## config.mk

```make
export PLATFORM = sky130hd
export DESIGN_NAME = sw_debounce_flat
export DESIGN_NICKNAME = d
export VERILOG_FILES = /design/src/rtl/sw_debounce_pkg.sv /design/src/rtl/sw_debounce_if.sv /design/src/rtl/sw_debounce_bit.sv /design/src/rtl/sw_debounce.sv /design/src/flat_wrapper.sv
export SDC_FILE = /design/constraint.sdc
export NUM_CORES = 1
export LEC_CHECK = 0
export CELL_PAD_IN_SITES_DETAIL_PLACEMENT = 1
export CELL_PAD_IN_SITES_GLOBAL_PLACEMENT = 2
export CORE_ASPECT_RATIO = 0.6
export CORE_MARGIN = 2
export CORE_UTILIZATION = 41
export CTS_BUF_LIST = sky130_fd_sc_hd__clkbuf_8
export CTS_CLUSTER_SIZE = 28
export DETAILED_ROUTE_END_ITERATION = 6
export PLACE_DENSITY_LB_ADDON = 0.12
export REMOVE_ABC_BUFFERS = 1
export SLEW_MARGIN = 20
export SYNTH_ARGS = -nofsm -noshare
export SYNTH_HDL_FRONTEND = slang
export SYNTH_SLANG_ARGS = --single-unit
```

## constraint.sdc

```tcl
create_clock -name clk -period 2.4 [get_ports clk]
set_input_delay 0.36 -clock clk [delete_from_list [all_inputs] [get_ports clk]]
set_output_delay 0.36 -clock clk [all_outputs]
set_load 0.005 [all_outputs]
```

## src/rtl/sw_debounce_pkg.sv

```systemverilog
// Shared constants and width helper for the switch debouncer.
// Optional reset generator is enabled with SW_DEBOUNCE_RESETGEN_EN.
package sw_pkg;

    localparam int DEFAULT_DEBOUNCE_CYCLES = 50000;
    localparam int DEFAULT_RESET_HOLD      = 16;

    // Counter width for a counter that must reach n-1; never narrower than 1 bit.
    function automatic int cnt_width(input int n);
        return (n <= 2) ? 1 : $clog2(n);
    endfunction

endpackage

```

## src/rtl/sw_debounce_if.sv

```systemverilog
// Switch-conditioner bundle: raw pins in, clean levels and edge pulses out.
// core_resetn_o exists only when SW_DEBOUNCE_RESETGEN_EN is defined.
interface sw_debounce_if #(
    parameter int N_SW = 4
);
    logic [N_SW-1:0] sw_i;
    logic [N_SW-1:0] sw_o;
    logic [N_SW-1:0] rise_o;
    logic [N_SW-1:0] fall_o;
    logic            changed_o;
`ifdef SW_DEBOUNCE_RESETGEN_EN
    logic            core_resetn_o;

    modport master (input sw_i, output sw_o, rise_o, fall_o, changed_o, core_resetn_o);
    modport slave  (output sw_i, input sw_o, rise_o, fall_o, changed_o, core_resetn_o);
`else
    modport master (input sw_i, output sw_o, rise_o, fall_o, changed_o);
    modport slave  (output sw_i, input sw_o, rise_o, fall_o, changed_o);
`endif
endinterface

```

## src/rtl/sw_debounce_bit.sv

```systemverilog
// One switch bit: two-flop synchroniser, stability counter, stable level
// and one-cycle rise/fall pulses coincident with the level change.
module sw_debounce_bit
    import sw_pkg::*;
#(
    parameter int DEBOUNCE_CYCLES = DEFAULT_DEBOUNCE_CYCLES
) (
    input  logic clk,
    input  logic resetn,
    input  logic sw_i,
    output logic sw_o,
    output logic rise_o,
    output logic fall_o
);
    localparam int            CW       = cnt_width(DEBOUNCE_CYCLES);
    localparam logic [CW-1:0] TERMINAL = CW'(DEBOUNCE_CYCLES - 1);

    logic          s1_reg, s2_reg;
    logic          stable_reg, stable_next;
    logic          rise_reg, rise_next;
    logic          fall_reg, fall_next;
    logic [CW-1:0] cnt_reg, cnt_next;

    always_comb begin
        stable_next = stable_reg;
        rise_next   = 1'b0;
        fall_next   = 1'b0;
        cnt_next    = cnt_reg;
        if (s2_reg == stable_reg) begin
            // Any return to the accepted level abandons the attempt.
            cnt_next = '0;
        end else if (cnt_reg == TERMINAL) begin
            stable_next = s2_reg;
            rise_next   = s2_reg;
            fall_next   = ~s2_reg;
            cnt_next    = '0;
        end else begin
            cnt_next = cnt_reg + CW'(1);
        end
    end

    always_ff @(posedge clk or negedge resetn) begin
        if (!resetn) begin
            s1_reg     <= 1'b0;
            s2_reg     <= 1'b0;
            stable_reg <= 1'b0;
            rise_reg   <= 1'b0;
            fall_reg   <= 1'b0;
            cnt_reg    <= '0;
        end else begin
            s1_reg     <= sw_i;
            s2_reg     <= s1_reg;
            stable_reg <= stable_next;
            rise_reg   <= rise_next;
            fall_reg   <= fall_next;
            cnt_reg    <= cnt_next;
        end
    end

    assign sw_o   = stable_reg;
    assign rise_o = rise_reg;
    assign fall_o = fall_reg;

endmodule

```

## src/rtl/sw_debounce.sv

```systemverilog
// Board switch conditioner: N_SW independent debounced bits plus changed_o.
// Define SW_DEBOUNCE_RESETGEN_EN to add the stretched core_resetn_o from sw_o[0].
module sw_debounce
    import sw_pkg::*;
#(
    parameter int N_SW            = 4,
    parameter int DEBOUNCE_CYCLES = DEFAULT_DEBOUNCE_CYCLES,
    parameter int RESET_HOLD      = DEFAULT_RESET_HOLD
) (
    input  logic          clk,
    input  logic          resetn,
    sw_debounce_if.master bus
);
    logic [N_SW-1:0] sw_w;
    logic [N_SW-1:0] rise_w;
    logic [N_SW-1:0] fall_w;

    if (DEBOUNCE_CYCLES < 2) begin : g_bad_debounce
        $error("DEBOUNCE_CYCLES must be at least 2");
    end
    if (RESET_HOLD < 1) begin : g_bad_hold
        $error("RESET_HOLD must be at least 1");
    end

    generate
        for (genvar gi = 0; gi < N_SW; gi++) begin : g_bit
            sw_debounce_bit #(
                .DEBOUNCE_CYCLES(DEBOUNCE_CYCLES)
            ) u_bit (
                .clk    (clk),
                .resetn (resetn),
                .sw_i   (bus.sw_i[gi]),
                .sw_o   (sw_w[gi]),
                .rise_o (rise_w[gi]),
                .fall_o (fall_w[gi])
            );
        end
    endgenerate

    assign bus.sw_o      = sw_w;
    assign bus.rise_o    = rise_w;
    assign bus.fall_o    = fall_w;
    assign bus.changed_o = |(rise_w | fall_w);

`ifdef SW_DEBOUNCE_RESETGEN_EN
    localparam int            HW       = cnt_width(RESET_HOLD + 1);
    localparam logic [HW-1:0] HOLD_MAX = HW'(RESET_HOLD);

    logic [HW-1:0] hold_reg, hold_next;

    always_comb begin
        hold_next = hold_reg;
        if (!sw_w[0]) begin
            hold_next = '0;
        end else if (hold_reg != HOLD_MAX) begin
            hold_next = hold_reg + HW'(1);
        end
    end

    always_ff @(posedge clk or negedge resetn) begin
        if (!resetn) begin
            hold_reg <= '0;
        end else begin
            hold_reg <= hold_next;
        end
    end

    // Gating with the stable level drops core reset on the same edge as fall_o[0].
    assign bus.core_resetn_o = sw_w[0] && (hold_reg == HOLD_MAX);
`endif

endmodule

```

## src/flat_wrapper.sv

```systemverilog
// flat-port wrapper written by rule: the top's interface ports become plain ports
module sw_debounce_flat import sw_pkg::*;
#(
    parameter int N_SW            = 4,
    parameter int DEBOUNCE_CYCLES = DEFAULT_DEBOUNCE_CYCLES,
    parameter int RESET_HOLD      = DEFAULT_RESET_HOLD
)
  (clk, resetn, bus_sw_i, bus_sw_o, bus_rise_o, bus_fall_o, bus_changed_o);
  sw_debounce_if #(.N_SW(N_SW)) bus_i ();
  input  logic clk;
  input  logic resetn;
  input wire logic [$bits(bus_i.sw_i)-1:0] bus_sw_i;
  output wire logic [$bits(bus_i.sw_o)-1:0] bus_sw_o;
  output wire logic [$bits(bus_i.rise_o)-1:0] bus_rise_o;
  output wire logic [$bits(bus_i.fall_o)-1:0] bus_fall_o;
  output wire logic [$bits(bus_i.changed_o)-1:0] bus_changed_o;
  assign bus_i.sw_i = bus_sw_i;
  assign bus_sw_o = bus_i.sw_o;
  assign bus_rise_o = bus_i.rise_o;
  assign bus_fall_o = bus_i.fall_o;
  assign bus_changed_o = bus_i.changed_o;
  sw_debounce #(.N_SW(N_SW), .DEBOUNCE_CYCLES(DEBOUNCE_CYCLES), .RESET_HOLD(RESET_HOLD)) u_core (.clk(clk), .resetn(resetn), .bus(bus_i));
endmodule
```

==> results by group, run 1 <==
Outcome
  – Status: finished, final reports clean

CTS
  – TritonCTS clock tree: done
  – Clock Path Buffers: 2
  – Post-CTS Hold Fix Bufs: 1
  – H-tree depth: 3
  – Number of buffers created by CTS: 9
  – # Post-CTS Setup Buffers: 0
  – Worst-path clk slew: 0.09 ns
  – # resized after CTS: 0
  – CTS Root Cell: clkbuf_8
  – Skew-Pair Late Insertion Delay: 0.36 ns
  – Sink Count: 84

Pwr
  – Worst VDD drop: 269 uV
  – Lkg Pwr: 1.73 nW
  – Sequential Power Share: 55.1%
  – Overall power: 0.00265 W
  – NetSw: 0.000600 W
  – Comb pwr share: 3.6%
  – PD cells: 606 mW/mm^2
  – Sw frac: 22.6%
  – Clock network power share: 41.3%
  – Pint: 0.00205 W

Timing
  – Unrepaired setup endpoints after global routing: false
  – Hold slack final: 0.348 ns
  – Final hold vios: 0
  – Worst Max-Slew Pin Slew: 0.647 ns
  – FMAX: 468 MHz
  – Min Tclk post-route: 2.14 ns
  – Setup TNS: 0 ns
  – Final setup fails: 0
  – Final Max Slew Viols: 0
  – Tcrit/Tclk final: 89.0%
  – Clock Skew: 0.0104 ns
  – Max-slew headroom: 56.5%

Setup path
  – WP data required: 2.04 ns
  – Crit-path cells: nor4_1 > nand2_1 > clkdlybuf4s50_1
  – Type of the worst setup path: flip-flop to primary output
  – Buf+Inv Stages, Crit Path: 1
  – Nature of the critical path startpoint: flip-flop
  – Crit-path leading delay family: simple AND/OR/NAND/NOR gates
  – Crit. End Element: primary output
  – Critical path peak fanout: 2
  – CP arrival: 1.78 ns
  – Slowest-stage cell, CP: clkdlybuf4s50_1
  – Worst path max stage delay: 0.47 ns

Drt
  – Pre-antenna DRT Iters: 4
  – Vias per inst: 5.10
  – Routed len/inst: 15.9 um
  – Final WL: 8330 um
  – Drt drc: 0
  – Iteration-0 DRC Markers: 155
  – Remaining antenna violation count after routing: 0
  – Routed vias: 2667

Finish
  – Synth-to-layout area growth: 12.4%
  – Ant. Diodes: 0
  – Max reg flops: 64
  – Share of cells above drive strength 1: 8.14%
  – Layout Utilization: 47.7%
  – Final Cell Area: 0.00438 mm^2
  – Final net count: 398

Yosys
  – Yosys top cell area share: 53.9%
  – Cell variety after synth: 33
  – Synth area leader: dfrtp_1
  – Ys async rst share: 100%
  – Synth Flop Type: dfrtp_1
  – Mapped Avg Cell Area: 10.5 um^2
  – Post-Syn Area: 0.00390 mm^2
  – Commonest cells post-synth: dfrtp_1, nor2_1, xnor2_1
  – Post-synthesis register bit count: 84
  – Synth Instances: 370
  – Top-count cell post-synth: dfrtp_1
  – Area contributors post-synth: dfrtp_1, xnor2_1, nor2_1, nor4_1, nand3_1
  – Post-synth EDFFs: 0
  – Synthesis warning total: 0
  – Sequential share of the synthesized area: 53.9%

Min path
  – Worst min path class: flip-flop to flip-flop

Die
  – Die width: 130 um
  – # rows: 27
  – Die ar.: 0.0103 mm^2
  – Initial Util: 42.4%
  – I/O pins: 19
  – Core Region: 0.00919 mm^2
  – Die Span Y: 79.5 um

Placed design
  – Placement Cell Area: 0.00415 mm^2
  – HPWL after DPL: 5960 um
  – Gpl congestion: 0.784
  – Port-buffer cells: 18

Global route
  – First-pass GRT wire length: 14400 um
  – Largest net degree at the start of global routing: 40
  – Gr usage total: 18.1%
  – Antenna violations before repair: 0
  – Grt ovf: 0
  – Vias in the first global route: 2871

Run
  – Max-cap violations: 0
## cell type report
class | instances | area (um^2)
clock inverter | 7 | 92.6
clock buffer | 9 | 124
timing repair buffer | 23 | 230
tap | 130 | 163
fill | 1038 | 4810
inverter | 11 | 41.3
sequential | 84 | 2100
multi-input combinational | 259 | 1630
## layer usage
metal  track usage (%)  vias to the layer above  wire (um)
met5                 0                        -          0
met4              4.19                        0         21
met3              4.62                        2        180
met2              27.3                       19       3600
met1              26.2                     1356       4520
li1                  -                     1290          -
## worst reg2reg max path: stages, from the launching register on
cell and delay [ns]:
dfrtp_1 0.43, or4b_1 0.53, or4_4 0.58, mux2_4 0.32
## worst paths after layout
check | startpoint | endpoint | slack [ns] | depth (start not counted)
worst max register to register | u_core.g_bit[0].u_bit.cnt_reg[12] | u_core.g_bit[0].u_bit.sw_o | 0.43 | 3
worst max-delay path | u_core.g_bit[2].u_bit.fall_o | bus_changed_o | 0.26 | 3
worst min register to register | u_core.g_bit[3].u_bit.s1_reg | u_core.g_bit[3].u_bit.s2_reg | 0.35 | 0
min in group asynchronous | resetn | u_core.g_bit[0].u_bit.cnt_reg[7] | 0.51 | 2
worst min-delay path | u_core.g_bit[3].u_bit.s1_reg | u_core.g_bit[3].u_bit.s2_reg | 0.35 | 0
max in group asynchronous | resetn | u_core.g_bit[0].u_bit.rise_o | 1.22 | 3
## placed cells by master (no fill, tap or decap), drive strengths merged, types with 3 or more instances in the layout
| cell | synthesis | routed |
|---|---|---|
| dfrtp | 84 | 84 |
| nor2 | 73 | 73 |
| xnor2 | 49 | 49 |
| nand3 | 21 | 21 |
| nand2 | 20 | 20 |
| nor4 | 17 | 17 |
| clkdlybuf4s50 | 0 | 17 |
| nand4 | 16 | 16 |
| nor3 | 14 | 14 |
| inv | 11 | 12 |
| xor2 | 9 | 9 |
| clkbuf | 0 | 9 |
| nor3b | 8 | 8 |
| and3 | 5 | 5 |
| buf | 16 | 5 |
| ha | 4 | 4 |
| or4 | 4 | 4 |
| mux2 | 4 | 4 |
| nand4bb | 3 | 3 |
## per-stage QoR
step | instances | setup slack (ns)
global placement | 506 | 0.470
finish | 523 | 0.265
global route | 523 | 0.0551
CTS | 523 | 0.152
detailed placement | 506 | 0.423
floorplan | 354 | 0.523
## cells by family after synthesis
| logic type | after synthesis | synth area share, % |
|---|---|---|
| simple gates | 188 | 25.0 |
| flops | 84 | 54.0 |
| xor+xnor | 58 | 13.0 |
| buf+inv | 27 | 4.27 |
| compound gates | 5 | 1.12 |
| mux | 4 | 1.35 |
| fa+ha+maj | 4 | 1.28 |
## power groups by stage
stage          Combinational (W)  Sequential, W  Clock, W
6_report               0.0000945        0.00146   0.00110
5_1_grt                 0.000110        0.00147   0.00119
3_5_place_dp           0.0000969        0.00149         0
3_3_place_gp           0.0000974        0.00149         0
4_1_cts                0.0000991        0.00146   0.00114
2_1_floorplan          0.0000394        0.00148         0
Note: power is estimated with default switching activity, not from simulation.
==> run 2, diff against run 1 <==
--- a/config.mk
+++ b/config.mk
@@ -9,10 +9,11 @@
 export CELL_PAD_IN_SITES_GLOBAL_PLACEMENT = 2
 export CORE_ASPECT_RATIO = 0.6
 export CORE_MARGIN = 2
-export CORE_UTILIZATION = 41
+export CORE_UTILIZATION = 37
 export CTS_BUF_LIST = sky130_fd_sc_hd__clkbuf_8
 export CTS_CLUSTER_SIZE = 28
 export DETAILED_ROUTE_END_ITERATION = 6
+export HOLD_SLACK_MARGIN = 0.06
 export PLACE_DENSITY_LB_ADDON = 0.12
 export REMOVE_ABC_BUFFERS = 1
 export SLEW_MARGIN = 20
==> constraint.sdc (replaced) <==
create_clock -name clk -period 1.8 [get_ports clk]
set_input_delay 0.27 -clock clk [delete_from_list [all_inputs] [get_ports clk]]
set_output_delay 0.27 -clock clk [all_outputs]
set_load 0.005 [all_outputs]
==> results by group, run 2 (synthesis results as in run 1) <==
Outcome
  – Status: complete, but fails checks
  – Failing checks: setup timing

CTS
  – Skew-Pair Late Insertion Delay: 0.35 ns (about the same)
  – CTS Root Cell: clkbuf_8
  – Clock Path Buffers: 2 (unchanged)
  – Number of buffers created by CTS: 9 (unchanged)
  – TritonCTS clock tree: done
  – Worst-path clk slew: 0.09 ns (about the same)
  – Sink Count: 84 (unchanged)
  – H-tree depth: 3 (unchanged)

Timing
  – Max-slew headroom: 69.1% (+13 points)
  – Unrepaired setup endpoints after global routing: true
  – Worst Max-Slew Pin Slew: 0.462 ns (-0.185 ns)
  – Hold slack final: 0.293 ns (-0.0546 ns)
  – Final setup fails: 37 (+37)
  – FMAX: 517 MHz
  – Tcrit/Tclk final: 107%
  – Final hold vios: 0 (unchanged)
  – Setup TNS: -2.00 ns (-2.00 ns)
  – Setup slack after layout: -0.134 ns (-0.399 ns)
  – Final Max Slew Viols: 0 (unchanged)
  – Clock Skew: 0.0122 ns (+0.00181 ns)
  – Min Tclk post-route: 1.93 ns

Drt
  – WL met3: 176 um (-2.2%)
  – Pre-antenna DRT Iters: 5 (+1)
  – Vias per inst: 4.85 (-4.9%)
  – Final WL: 8670 um (+4.2%)
  – WL met1: 4580 um (+1.3%)
  – Iteration-0 DRC Markers: 103 (-34%)
  – Remaining antenna violation count after routing: 0 (unchanged)
  – Metal2 WL: 3850 um (+6.7%)
  – Routed len/inst: 15.0 um (-5.6%)
  – Drt drc: 0 (unchanged)
  – Max layer used: met4
  – Routed vias: 2797 (+4.9%)

Setup path
  – R2R depth: 3 (unchanged)
  – Type of the worst setup path: flip-flop to flip-flop
  – Critical path peak fanout: 5 (+3)
  – Worst reg2reg setup slack: -0.13 ns (-0.56 ns)
  – Crit. End Element: flip-flop
  – R2R Path End: u_core.g_bit[3].u_bit.sw_o
  – WP data required: 2.04 ns (about the same)
  – Worst R2R Start: u_core.g_bit[3].u_bit.cnt_reg[13]
  – CP arrival: 2.17 ns (+0.39 ns)
  – Nature of the critical path startpoint: flip-flop

Placed design
  – Port-buffer cells: 18 (unchanged)
  – Gpl congestion: 0.753 (-4.0%)
  – Post-Place Setup Slack: -0.120 ns (-0.543 ns)
  – HPWL after DPL: 6240 um (+4.8%)
  – Placed Instances: 551 (+8.9%)

Die
  – Initial Util: 38.8% (-3.7 points)
  – Core Region: 0.0101 mm^2 (+9.4%)
  – # rows: 28 (+3.7%)
  – Die width: 136 um (+5.1%)
  – I/O pins: 19 (unchanged)
  – Die Span Y: 83.5 um (+5.0%)
  – Die ar.: 0.0114 mm^2 (+10%)

Finish
  – FF+latch area: 0.00210 mm^2 (unchanged)
  – Most frequent cells in the layout: dfrtp_1, nor2_1, buf_4
  – Max reg flops: 64 (unchanged)
  – Share of cells above drive strength 1: 21.3% (+13 points)
  – Multi-input gate area: 0.00172 mm^2 (+5.5%)
  – Non-Filler Instances: 577 (+10%)
  – Most common cell after layout, fill and taps aside: dfrtp_1
  – Ant. Diodes: 0 (unchanged)
  – FILL cells: 1108 (+6.7%)
  – Synth-to-layout area growth: 25.2%
  – Final net count: 447 (+12%)

Global route
  – Gr usage total: 17.0% (-1.1 points)
  – First-pass GRT wire length: 15100 um (+4.5%)
  – Largest net degree at the start of global routing: 52 (+30%)
  – Grt ovf: 0 (unchanged)
  – Vias in the first global route: 3033 (+5.6%)
  – Antenna violations before repair: 0 (unchanged)

Run
  – Max-cap violations: 0 (unchanged)

Pwr
  – Lkg Pwr: 2.06 nW (+19%)
  – Worst VDD drop: 394 uV (+47%)
  – PD cells: 745 mW/mm^2 (+23%)

Min path
  – Worst min path class: primary input to asynchronous set/reset pin
## run 2: changes by cell type in the layout (fill, tap and decap cells not counted), sizes merged
cell	change
buf	+49
clkbuf	+3
clkdlybuf4s50	-1
clkinvlp	-2
dlymetal6s2s	+1
inv	-1
## run 2: routing by layer
| layer | up-vias | track usage [%] |
|---|---|---|
| met1 | 1383 | 24.8 |
| met4 | 0 | 4.26 |
| met2 | 18 | 25.0 |
| met5 | - | 0 |
| met3 | 7 | 4.19 |
| li1 | 1389 | - |
## run 2: power breakdown
part / switching, W / total, W / internal [W] / leakage, nW
sequential: 0.0000294 / 0.00195 / 0.00192 / 1.15
combinational: 0.0000876 / 0.000150 / 0.0000619 / 0.789
clock: 0.000647 / 0.00154 / 0.000891 / 0.122
## run 2: timing repair
| action | 4_1_cts | 5_1_grt |
|---|---|---|
| hold endpoints to repair | 51 | 0 |
| setup endpoints to repair | 66 | 74 |
| pin swaps | 4 | 6 |
| gates resized for setup | 7 | 11 |
| setup buffers | 4 | 4 |
| hold buffers | 1 | 0 |
| gates cloned | 1 | 0 |
## run 2: layout make-up
cell class                      count  share of cell area [%]
Clock buffer                       12                    3.39
Clock inverter                      4                    1.44
Inverter                           11                   0.847
Multi-Input combinational cell    259                    35.2
Sequential cell                    84                    43.1
Tap cell                          135                    3.46
Timing Repair Buffer               72                    12.6
## run 2: how the worst max path moves through the flow
| stage | endpoint | startpoint | slack, ns | cells after the start |
|---|---|---|---|---|
| finish | u_core.g_bit[3].u_bit.sw_o | u_core.g_bit[3].u_bit.cnt_reg[13] | -0.13 | 3 |
| global route | u_core.g_bit[3].u_bit.sw_o | u_core.g_bit[3].u_bit.cnt_reg[13] | -0.16 | 3 |
| CTS | u_core.g_bit[0].u_bit.sw_o | u_core.g_bit[0].u_bit.cnt_reg[5] | -0.12 | 3 |
| detailed placement | u_core.g_bit[1].u_bit.sw_o | u_core.g_bit[1].u_bit.cnt_reg[13] | -0.12 | 4 |
| global placement | u_core.g_bit[0].u_bit.sw_o | u_core.g_bit[0].u_bit.cnt_reg[10] | -0.07 | 3 |
| floorplan | u_core.g_bit[0].u_bit.sw_o | u_core.g_bit[0].u_bit.cnt_reg[10] | -0.08 | 3 |
## run 2: critical path, cell delays in order, from the launching register on
cell,delay [ns]
dfrtp_1,0.40
or4bb_1,0.52
or4_4,0.58
mux2_4,0.32
## run 2: metrics by stage
step,instance area [um^2],power [W],utilization (%)
after floorplan,3770,0.00203,-
after global placement,4470,0.00212,44.5
after detailed placement,4470,0.00213,44.5
after CTS,4810,0.00370,47.8
after global routing,4880,0.00380,48.5
final,4880,0.00363,48.5
